`src/rtl/ddrx_mc_pkg.sv`:
```
`default_nettype none
// ============================================================================
// ddrx_mc_pkg : shared command types for the DDRx controller front-end
// Revision    : 1.0  initial release
// ============================================================================
package ddrx_mc_pkg;

  localparam int C_MC_ADDR_WIDTH = 32;
  localparam int C_MC_ID_WIDTH   = 4;
  localparam int C_MC_PORT_WIDTH = 2;

  typedef enum logic [0:0] {
    ARB_RR   = 1'b0,
    ARB_AGED = 1'b1
  } arb_mode_e;

  // Reference command layout; arbiters rebuild it at their own port widths.
  typedef struct packed {
    logic                       write;
    logic [C_MC_ADDR_WIDTH-1:0] addr;
    logic [C_MC_ID_WIDTH-1:0]   id;
    logic [7:0]                 len;
    logic [C_MC_PORT_WIDTH-1:0] port;
  } cmd_t;

endpackage
`default_nettype wire

```
`src/rtl/ddrx_cmd_fifo.sv`:
```
`default_nettype none
// ============================================================================
// ddrx_cmd_fifo : synchronous command FIFO, no bypass, registered valid
// Revision      : 1.0  initial release
// ============================================================================
module ddrx_cmd_fifo
  import ddrx_mc_pkg::*;
#(
  parameter int  C_DEPTH = 8,
  parameter type T_ENTRY = cmd_t
) (
  input  logic                     clk,
  input  logic                     rst,
  input  logic                     push,
  input  T_ENTRY                   push_data,
  input  logic                     pop,
  output T_ENTRY                   head,
  output logic                     valid,
  output logic                     full,
  output logic [$clog2(C_DEPTH):0] level
);

  localparam int C_PTR_W = $clog2(C_DEPTH);
  localparam int C_LVL_W = C_PTR_W + 1;

  T_ENTRY               r_mem [C_DEPTH];
  logic [C_PTR_W-1:0]   r_wr_ptr;
  logic [C_PTR_W-1:0]   r_rd_ptr;
  logic [C_LVL_W-1:0]   r_level;
  logic [C_LVL_W-1:0]   w_level_nxt;
  logic                 r_valid;
  logic                 w_pop;
  logic                 w_push;

  assign full   = (r_level == C_LVL_W'(C_DEPTH));
  assign w_pop  = pop && r_valid;
  assign w_push = push && (!full || w_pop);

  always_comb begin
    w_level_nxt = r_level;
    if (w_push && !w_pop) begin
      w_level_nxt = r_level + C_LVL_W'(1);
    end else if (!w_push && w_pop) begin
      w_level_nxt = r_level - C_LVL_W'(1);
    end
  end

  // Storage is cleared too so head fields read as zero after reset.
  always_ff @(posedge clk or posedge rst) begin
    if (rst) begin
      for (int i = 0; i < C_DEPTH; i++) begin
        r_mem[i] <= '0;
      end
    end else if (w_push) begin
      r_mem[r_wr_ptr] <= push_data;
    end
  end

  always_ff @(posedge clk or posedge rst) begin
    if (rst) begin
      r_wr_ptr <= '0;
      r_rd_ptr <= '0;
      r_level  <= '0;
      r_valid  <= 1'b0;
    end else begin
      if (w_push) begin
        r_wr_ptr <= r_wr_ptr + C_PTR_W'(1);
      end
      if (w_pop) begin
        r_rd_ptr <= r_rd_ptr + C_PTR_W'(1);
      end
      r_level <= w_level_nxt;
      r_valid <= (w_level_nxt != '0);
    end
  end

  assign head  = r_mem[r_rd_ptr];
  assign valid = r_valid;
  assign level = r_level;

endmodule
`default_nettype wire

```
`src/rtl/ddrx_port_arb.sv`:
```
`default_nettype none
// ============================================================================
// ddrx_port_arb : N-port RR / aged-priority command arbiter with output queue
// Revision      : 1.0  initial release
// ============================================================================
module ddrx_port_arb
  import ddrx_mc_pkg::*;
#(
  parameter int C_NUM_PORTS        = 4,
  parameter int C_NASTI_ID_WIDTH   = 4,
  parameter int C_NASTI_ADDR_WIDTH = 32,
  parameter int C_QUEUE_DEPTH      = 8,
  parameter int C_ARB_MODE         = 0,
  parameter int C_AGE_LIMIT        = 16
) (
  input  logic                                       core_clk,
  input  logic                                       core_arst,
  input  logic [C_NUM_PORTS-1:0]                     req_valid,
  output logic [C_NUM_PORTS-1:0]                     req_ready,
  input  logic [C_NUM_PORTS-1:0]                     req_write,
  input  logic [C_NUM_PORTS*C_NASTI_ADDR_WIDTH-1:0]  req_addr,
  input  logic [C_NUM_PORTS*C_NASTI_ID_WIDTH-1:0]    req_id,
  input  logic [C_NUM_PORTS*8-1:0]                   req_len,
  output logic                                       cmd_valid,
  input  logic                                       cmd_ready,
  output logic                                       cmd_write,
  output logic [C_NASTI_ADDR_WIDTH-1:0]              cmd_addr,
  output logic [C_NASTI_ID_WIDTH-1:0]                cmd_id,
  output logic [7:0]                                 cmd_len,
  output logic [$clog2(C_NUM_PORTS)-1:0]             cmd_port,
  output logic [$clog2(C_QUEUE_DEPTH):0]             queue_level
);

  localparam int C_PORT_W = $clog2(C_NUM_PORTS);
  localparam int C_AW     = C_NASTI_ADDR_WIDTH;
  localparam int C_IW     = C_NASTI_ID_WIDTH;

  typedef struct packed {
    logic                write;
    logic [C_AW-1:0]     addr;
    logic [C_IW-1:0]     id;
    logic [7:0]          len;
    logic [C_PORT_W-1:0] port;
  } entry_t;

  logic                   w_pop;
  logic                   w_push;
  logic                   w_push_ok;
  logic                   w_full;
  logic                   w_fifo_valid;
  logic [C_NUM_PORTS-1:0] w_pick;
  logic [C_NUM_PORTS-1:0] w_grant;
  entry_t                 w_push_data;
  entry_t                 w_head;

  // Rank 0 is the port right after the last winner; lowest rank wins.
  function automatic logic [C_NUM_PORTS-1:0] rr_pick(
    input logic [C_NUM_PORTS-1:0] valid,
    input logic [C_PORT_W-1:0]    last
  );
    logic [C_NUM_PORTS-1:0] pick;
    int                     best;
    int                     rank;
    pick = '0;
    best = C_NUM_PORTS;
    for (int i = 0; i < C_NUM_PORTS; i++) begin
      rank = (i + C_NUM_PORTS - 1 - int'(last)) % C_NUM_PORTS;
      if (valid[i] && (rank < best)) begin
        best    = rank;
        pick    = '0;
        pick[i] = 1'b1;
      end
    end
    return pick;
  endfunction

  assign w_pop     = w_fifo_valid && cmd_ready;
  assign w_push_ok = !w_full || w_pop;
  assign w_grant   = w_push_ok ? w_pick : '0;
  assign req_ready = w_grant & {C_NUM_PORTS{!core_arst}};
  assign w_push    = |(req_valid & req_ready);

  always_comb begin
    w_push_data = '0;
    for (int i = 0; i < C_NUM_PORTS; i++) begin
      if (w_grant[i]) begin
        w_push_data.write = req_write[i];
        w_push_data.addr  = req_addr[i*C_AW +: C_AW];
        w_push_data.id    = req_id[i*C_IW +: C_IW];
        w_push_data.len   = req_len[i*8 +: 8];
        w_push_data.port  = C_PORT_W'(i);
      end
    end
  end

  if (C_ARB_MODE == int'(ARB_AGED)) begin : g_aged
    localparam int C_AGE_W = $clog2(C_AGE_LIMIT + 1);

    logic [C_AGE_W-1:0]     r_age [C_NUM_PORTS];
    logic [C_NUM_PORTS-1:0] w_aged;

    always_comb begin
      w_aged = '0;
      for (int i = 0; i < C_NUM_PORTS; i++) begin
        w_aged[i] = req_valid[i] && (r_age[i] == C_AGE_W'(C_AGE_LIMIT));
      end
    end

    // Lowest set bit: aged ports first, otherwise plain fixed priority.
    assign w_pick = (|w_aged) ? (w_aged & (~w_aged + C_NUM_PORTS'(1)))
                              : (req_valid & (~req_valid + C_NUM_PORTS'(1)));

    always_ff @(posedge core_clk or posedge core_arst) begin
      if (core_arst) begin
        for (int i = 0; i < C_NUM_PORTS; i++) begin
          r_age[i] <= '0;
        end
      end else begin
        for (int i = 0; i < C_NUM_PORTS; i++) begin
          if (!req_valid[i] || w_grant[i]) begin
            r_age[i] <= '0;
          end else if (r_age[i] != C_AGE_W'(C_AGE_LIMIT)) begin
            r_age[i] <= r_age[i] + C_AGE_W'(1);
          end
        end
      end
    end
  end else begin : g_rr
    logic [C_PORT_W-1:0] r_rr_ptr;

    assign w_pick = rr_pick(req_valid, r_rr_ptr);

    always_ff @(posedge core_clk or posedge core_arst) begin
      if (core_arst) begin
        r_rr_ptr <= C_PORT_W'(C_NUM_PORTS - 1);
      end else if (w_push) begin
        r_rr_ptr <= w_push_data.port;
      end
    end
  end

  ddrx_cmd_fifo #(
    .C_DEPTH (C_QUEUE_DEPTH),
    .T_ENTRY (entry_t)
  ) u_cmd_fifo (
    .clk       (core_clk),
    .rst       (core_arst),
    .push      (w_push),
    .push_data (w_push_data),
    .pop       (w_pop),
    .head      (w_head),
    .valid     (w_fifo_valid),
    .full      (w_full),
    .level     (queue_level)
  );

  assign cmd_valid = w_fifo_valid;
  assign cmd_write = w_head.write;
  assign cmd_addr  = w_head.addr;
  assign cmd_id    = w_head.id;
  assign cmd_len   = w_head.len;
  assign cmd_port  = w_head.port;

endmodule
`default_nettype wire

```
`config.mk`:
```
export PLATFORM = sky130hd
export DESIGN_NAME = ddrx_port_arb
export DESIGN_NICKNAME = d
export VERILOG_FILES = /design/src/rtl/ddrx_mc_pkg.sv /design/src/rtl/ddrx_cmd_fifo.sv /design/src/rtl/ddrx_port_arb.sv
export SDC_FILE = /design/constraint.sdc
export NUM_CORES = 1
export LEC_CHECK = 0
export CELL_PAD_IN_SITES_DETAIL_PLACEMENT = 0
export CELL_PAD_IN_SITES_GLOBAL_PLACEMENT = 1
export CORE_ASPECT_RATIO = 1.5
export CORE_MARGIN = 4
export CORE_UTILIZATION = 47
export DETAILED_ROUTE_END_ITERATION = 12
export GPL_ROUTABILITY_DRIVEN = 0
export PLACE_DENSITY = 0.89
export SYNTH_ARGS = -nofsm -noshare
export SYNTH_HDL_FRONTEND = slang
export SYNTH_SLANG_ARGS = --single-unit
```
`constraint.sdc`:
```
create_clock -name core_clk -period 32.3 [get_ports core_clk]
set_input_delay 3.23 -clock core_clk [delete_from_list [all_inputs] [get_ports core_clk]]
set_output_delay 3.23 -clock core_clk [all_outputs]
set_load 0.1 [all_outputs]
```
== Word-level counts from Yosys, hierarchy flattened ==
Index checks and enable logic that the tools add are counted.

* Bits in registers: 389
* Input port bits: 187
* Output and inout port bits: 56
* Logic and storage cells: 111

* $add $sub $neg: 8
* $lt $le $gt $ge: 7
* Equal/unequal tests: 1
* Mux-type cells: 20
* Bitwise logic cells: 8
* Reductions and logical operators: 22

{| class="wikitable"
|+ Operators with widths
! cell !! count
|-
| $bwmux W376 || 1
|-
| $mux W47 || 7
|-
| $bmux W47 S3 || 1
|-
| $demux W47 S3 || 1
|-
| $lt A3 B32 Y1 || 3
|-
| $mux W32 || 3
|-
| $mux W4 || 6
|-
| $sub A3 B2 Y4 const A || 3
|-
| $logic_and A1 B1 Y1 || 10
|-
| $and A4 B4 Y4 || 2
|-
| $ge A4 B4 Y1 const B || 2
|-
| $not A3 Y4 || 2
|-
| $reduce_or A2 Y1 || 4
|-
| $add A3 B1 Y3 const B || 2
|-
| $add A4 B1 Y4 const B || 1
|-
| $and A1 B1 Y1 || 4
|-
| $eq A4 B4 Y1 const B || 1
|-
| $logic_not A1 Y1 || 4
|-
| $lt A3 B4 Y1 const B || 1
|-
| $lt A4 B1 Y1 const B || 1
|-
| $reduce_bool A4 Y1 || 1
|-
| $reduce_or A4 Y1 || 1
|-
| $sub A4 B1 Y4 const B || 1
|-
| $sub A2 B2 Y3 const A || 1
|-
| other kinds (2) || 3
|}

== Longest topological paths before layout ==
* Word-level depth: 25
* Gate-level depth with buffers: 23
* Gate-level depth less buffers: 17

== Hierarchy ==
A second synthesis with hierarchy kept.

* Cells, all modules: 1296
* Area total of the unflattened synthesis: 19193.4 um^2

{| class="wikitable"
|+ By module, submodules not included
! module !! instances !! cells an instance !! area each (um^2) !! sequential area each (um^2)
|-
| ddrx_cmd_fifo || 1 || 1031 || 17480.5 || 9684.3
|-
| ddrx_port_arb || 1 || 265 || 1712.9 || 52.6
|}

== Worst setup path after synthesis ==
OpenSTA, ideal clock, no wires.

* Path kind: input port to output port
* Start point: input core_arst
* End point: output req_ready[3]
* Arrival time: 12.817 ns
* Required time: 29.070 ns
* Setup slack: 16.253 ns
* Cell stages on the path: 3
* Buffers on the path: 1
* Path through: clkbuf_1 > inv_1 > and2_1

* Word-level cells in the longest chain between the ends: 2

{| class="wikitable"
|+ Ends and longest elaborated chain
! item !! RTL line !! text
|-
| start: declaration || ddrx_port_arb.sv:17 || <nowiki>input logic core_arst,</nowiki>
|-
| $logic_not A1 Y1 (no source line) || - ||
|-
| $and A4 B4 Y4 || ddrx_port_arb.sv:80 || <nowiki>assign req_ready = w_grant & {C_NUM_PORTS{!core_arst}};</nowiki>
|-
| end: declaration || ddrx_port_arb.sv:19 || <nowiki>output logic [C_NUM_PORTS-1:0] req_ready,</nowiki>
|}

Every way passes these cells.

== Final worst setup path ==
* Start point: input req_valid[0]
* End point: output req_ready[3]

* Word-level cells in the longest chain between the ends: 13
* Elaborated cells between the ends (all ways): 14
* Classes of those cells: order compare: 3; mux: 6; bitwise: 1; reduce/logical: 4

{| class="wikitable"
|+ Ends and longest elaborated chain
! item !! RTL line !! text
|-
| start: declaration || ddrx_port_arb.sv:18 || <nowiki>input logic [C_NUM_PORTS-1:0] req_valid,</nowiki>
|-
| $logic_and A1 B1 Y1 * || ddrx_port_arb.sv:68 || <nowiki>if (valid[i] && (rank < best)) begin</nowiki>
|-
| $mux W32 * || ddrx_port_arb.sv:68 ||
|-
| $lt A3 B32 Y1 || ddrx_port_arb.sv:68 ||
|-
| $logic_and A1 B1 Y1 || ddrx_port_arb.sv:68 ||
|-
| $mux W32 * || ddrx_port_arb.sv:68 ||
|-
| $lt A3 B32 Y1 || ddrx_port_arb.sv:68 ||
|-
| $logic_and A1 B1 Y1 || ddrx_port_arb.sv:68 ||
|-
| $mux W32 || ddrx_port_arb.sv:68 ||
|-
| $lt A3 B32 Y1 || ddrx_port_arb.sv:68 ||
|-
| $logic_and A1 B1 Y1 || ddrx_port_arb.sv:68 ||
|-
| $mux W4 * || ddrx_port_arb.sv:68 ||
|-
| $mux W4 * || ddrx_port_arb.sv:79 || <nowiki>assign w_grant = w_push_ok ? w_pick : '0;</nowiki>
|-
| $and A4 B4 Y4 * || ddrx_port_arb.sv:80 ||
|}

Every way passes the cells marked *; elsewhere a longest branch is shown, timed or not.

==> impl_metrics.tcl <==
set metrics [dict create \
    async_flop_share_pct 100 \
    grt_pass1_wl_um 81600 \
    synth_area_sq_um 18400 \
    r2r-end "u_cmd_fifo.r_mem[339]$_DFFE_PP0P_" \
    wl_um 51900 \
    clk_pin_slew_ns 0.06 \
    hpwlAfterDp_um 30700 \
    core_area_sq_um 38500 \
    rr_startpoint "g_rr.r_rr_ptr[1]$_DFFE_PP1P_" \
    hold_depth 2 \
    hold_class "reg -> reg" \
    postCtsSetupBuffers 0 \
    min-delay-start "u_cmd_fifo.r_mem[188]$_DFFE_PP0P_" \
    detail_route.wl_per_cell_um 22.5 \
    setup_viol 0 \
    synth_seq_cells 389 \
    cap_violations 0 \
    final_common_cell "dfrtp_1" \
    top_layer_used "met4" \
    io_pins 243 \
    syn_avg_cell_area_sq_um 11.0 \
    grt_overflow_total 0 \
    ff_latch_area_sq_um 9750 \
    fin_tns_setup_ns 0 \
    ctsHoldBuffers 0 \
    fmax_mhz 77.5 \
    grt_use_total_pct 23.9 \
    layout.nets 1978 \
    synth-seq-area-share_pct 53.0 \
    numPortBuffers 242 \
    rr_worst_depth 18 \
    worst_pin_slew_ns 1.30 \
    drc_errors 0 \
    syn2layout_area_growth_pct 21.9 \
    path_cells "clkdlybuf4s50_1, nand2b_1, ha_1, a21o_1, a21oi_4, buf_4, nor2_1, a21oi_1, ha_1, and4b_4, a22o_4, o21a_1, ha_1, and2_1, o2bb2ai_1, o311a_4, and2_1, clkdlybuf4s50_1" \
    arrival_ns 9.67 \
    final.period_utilization_pct 39.9 \
    min_period_ns 12.90 \
    ys.warnings.count 0 \
    numClockSinks 389 \
    antenna_found_initial 0 \
    status "finished, final reports clean" \
    worstSetupEndpointType "output port" \
    met3_length_um 2940 \
    grt_pass1_vias 14900 \
    drt-initial-drc-count 1404 \
    holdPathEnd "u_cmd_fifo.r_mem[188]$_DFFE_PP0P_" \
    crit_path_max_incr_delay_ns 1.14 \
    via_count 14800 \
    crit_type "in -> out" \
    ant_nets 0 \
    clock_skew_ns 0.0108 \
    syn-num-nets 1859 \
    cts-buffers-inserted 38 \
    antenna_cells 0 \
    cts_root_buf "clkbuf_16" \
    multi_input_area_sq_um 7960 \
    die_area_sq_um 42400 \
    viasPerCell 6.39 \
    die_h_um 250 \
    syn_inst 1664 \
    worstSetupStartpointType "input port" \
    drive_gt1_share_pct 14.0 \
    relSlewSlack_pct 13.1 \
    clock_path_buffers 3 \
    dominantRegCellSynth "dfrtp_1" \
    cts_tree "yes" \
    rsz0062_at_grt "false" \
    finalHoldViolCount 0 \
    timing.critical_path.mode_cell "ha_1" \
    rows 88 \
    m1WireLength_um 19800 \
    synth-edff-count 0 \
    reg2reg_slack_ns 25.95 \
    clock_latency_ns 0.53 \
    start_util_pct 47.7 \
    dr_wl_met2_um 27300 \
    final_cell_mix "dfrtp_1 (384), nor2_1 (371), a31oi_1 (361)" \
    slowest_stage "clkdlybuf4s50_1" \
    n_fill_cell 3217 \
    htreeDepth 2 \
    slew_violations 0 \
    cts-resized-gates 0 \
    grt_max_degree 194 \
    die_width_um 169 \
    cp_max_fo 48 \
    dr.pass1.iters 7 \
    required_ns 29.07 \
    ys_types 52 \
]
-- synthesized netlist by cell type (8+ instances only) --
| master | instances | share of area, % |
|---|---|---|
| a222oi_1 | 44 | 2.4 |
| o21ai_0 | 9 | 0.25 |
| nor2_1 | 372 | 7.6 |
| nand4_1 | 46 | 1.6 |
| mux2i_1 | 8 | 0.44 |
| ha_1 | 8 | 0.55 |
| inv_1 | 11 | 0.22 |
| dfrtp_1 | 387 | 53 |
| mux4_2 | 94 | 12 |
| nand2_1 | 20 | 0.41 |
| clkbuf_1 | 173 | 3.5 |
| mux2_2 | 48 | 2.9 |
| a21oi_1 | 10 | 0.27 |
| a31oi_1 | 361 | 12 |
-- stage by stage --
step	utilization, %	instances	worst slack [ns]	hold WS [ns]	instance area (sq um)
after floorplan	-	1664	16.25	0.445	18400
after global placement	54.4	2238	19.57	0.456	21000
after detailed placement	54.4	2238	19.46	0.470	21000
after CTS	58.1	2308	19.46	0.484	22400
after global routing	58.1	2308	19.08	0.500	22400
final	58.1	2308	19.40	0.482	22400
-- worst max-delay path: cells and delay by family --
family	cells	cell delay, ns
buffers and inverters	3	2.39
AO/OA/AOI/OAI	7	2.36
AND/OR/NAND/NOR	5	0.88
adder cells (fa/ha/maj)	3	0.79
-- final cells by class --
type	instances	area share, %
repair buffers	262	11.5
flip-flops and latches	389	43.5
multi-input cells	1081	35.6
clock buffers	50	5.09
well taps	495	2.77
clock inverters	20	1.30
inverters	11	0.218
-- how the worst max path moves through the flow --
stage,slack [ns],startpoint,end
finish,19.40,req_valid[0],req_ready[3]
global route,19.08,req_valid[0],req_ready[3]
CTS,19.46,req_valid[0],req_ready[3]
detailed placement,19.46,req_valid[0],req_ready[3]
global placement,19.57,req_valid[0],req_ready[3]
floorplan,16.25,core_arst,req_ready[3]
-- cells by family (layout without fill, tap and decap cells) --
group                      after synthesis  count (layout)  share of synthesized area (%)
DFF                                    389             389                           53.0
and+or+nand+nor                        471             471                           10.9
xor gates and xnor gates                 8               8                          0.382
buffers and inverters                  194             343                           4.08
AOI/OAI and AO/OA                      444             444                           16.2
adders and majority gates                8               8                          0.545
muxes                                  150             150                           14.9
-- metal layers --
layer,global-route usage [%],vias up
li1,-,6547
met1,29.5,7519
met2,42.4,581
met3,2.97,106
met4,9.80,0
met5,0,-
-- registers in the layout, indices dropped and copies added (netlist names) --
name                 cells
g_rr.r_rr_ptr            2
u_cmd_fifo.level         4
u_cmd_fifo.r_mem       376
u_cmd_fifo.r_rd_ptr      3
u_cmd_fifo.r_wr_ptr      3
u_cmd_fifo.valid         1
Power is not shown: default switching activity piles up to over one toggle a cycle in this logic, so the estimate is an artifact.
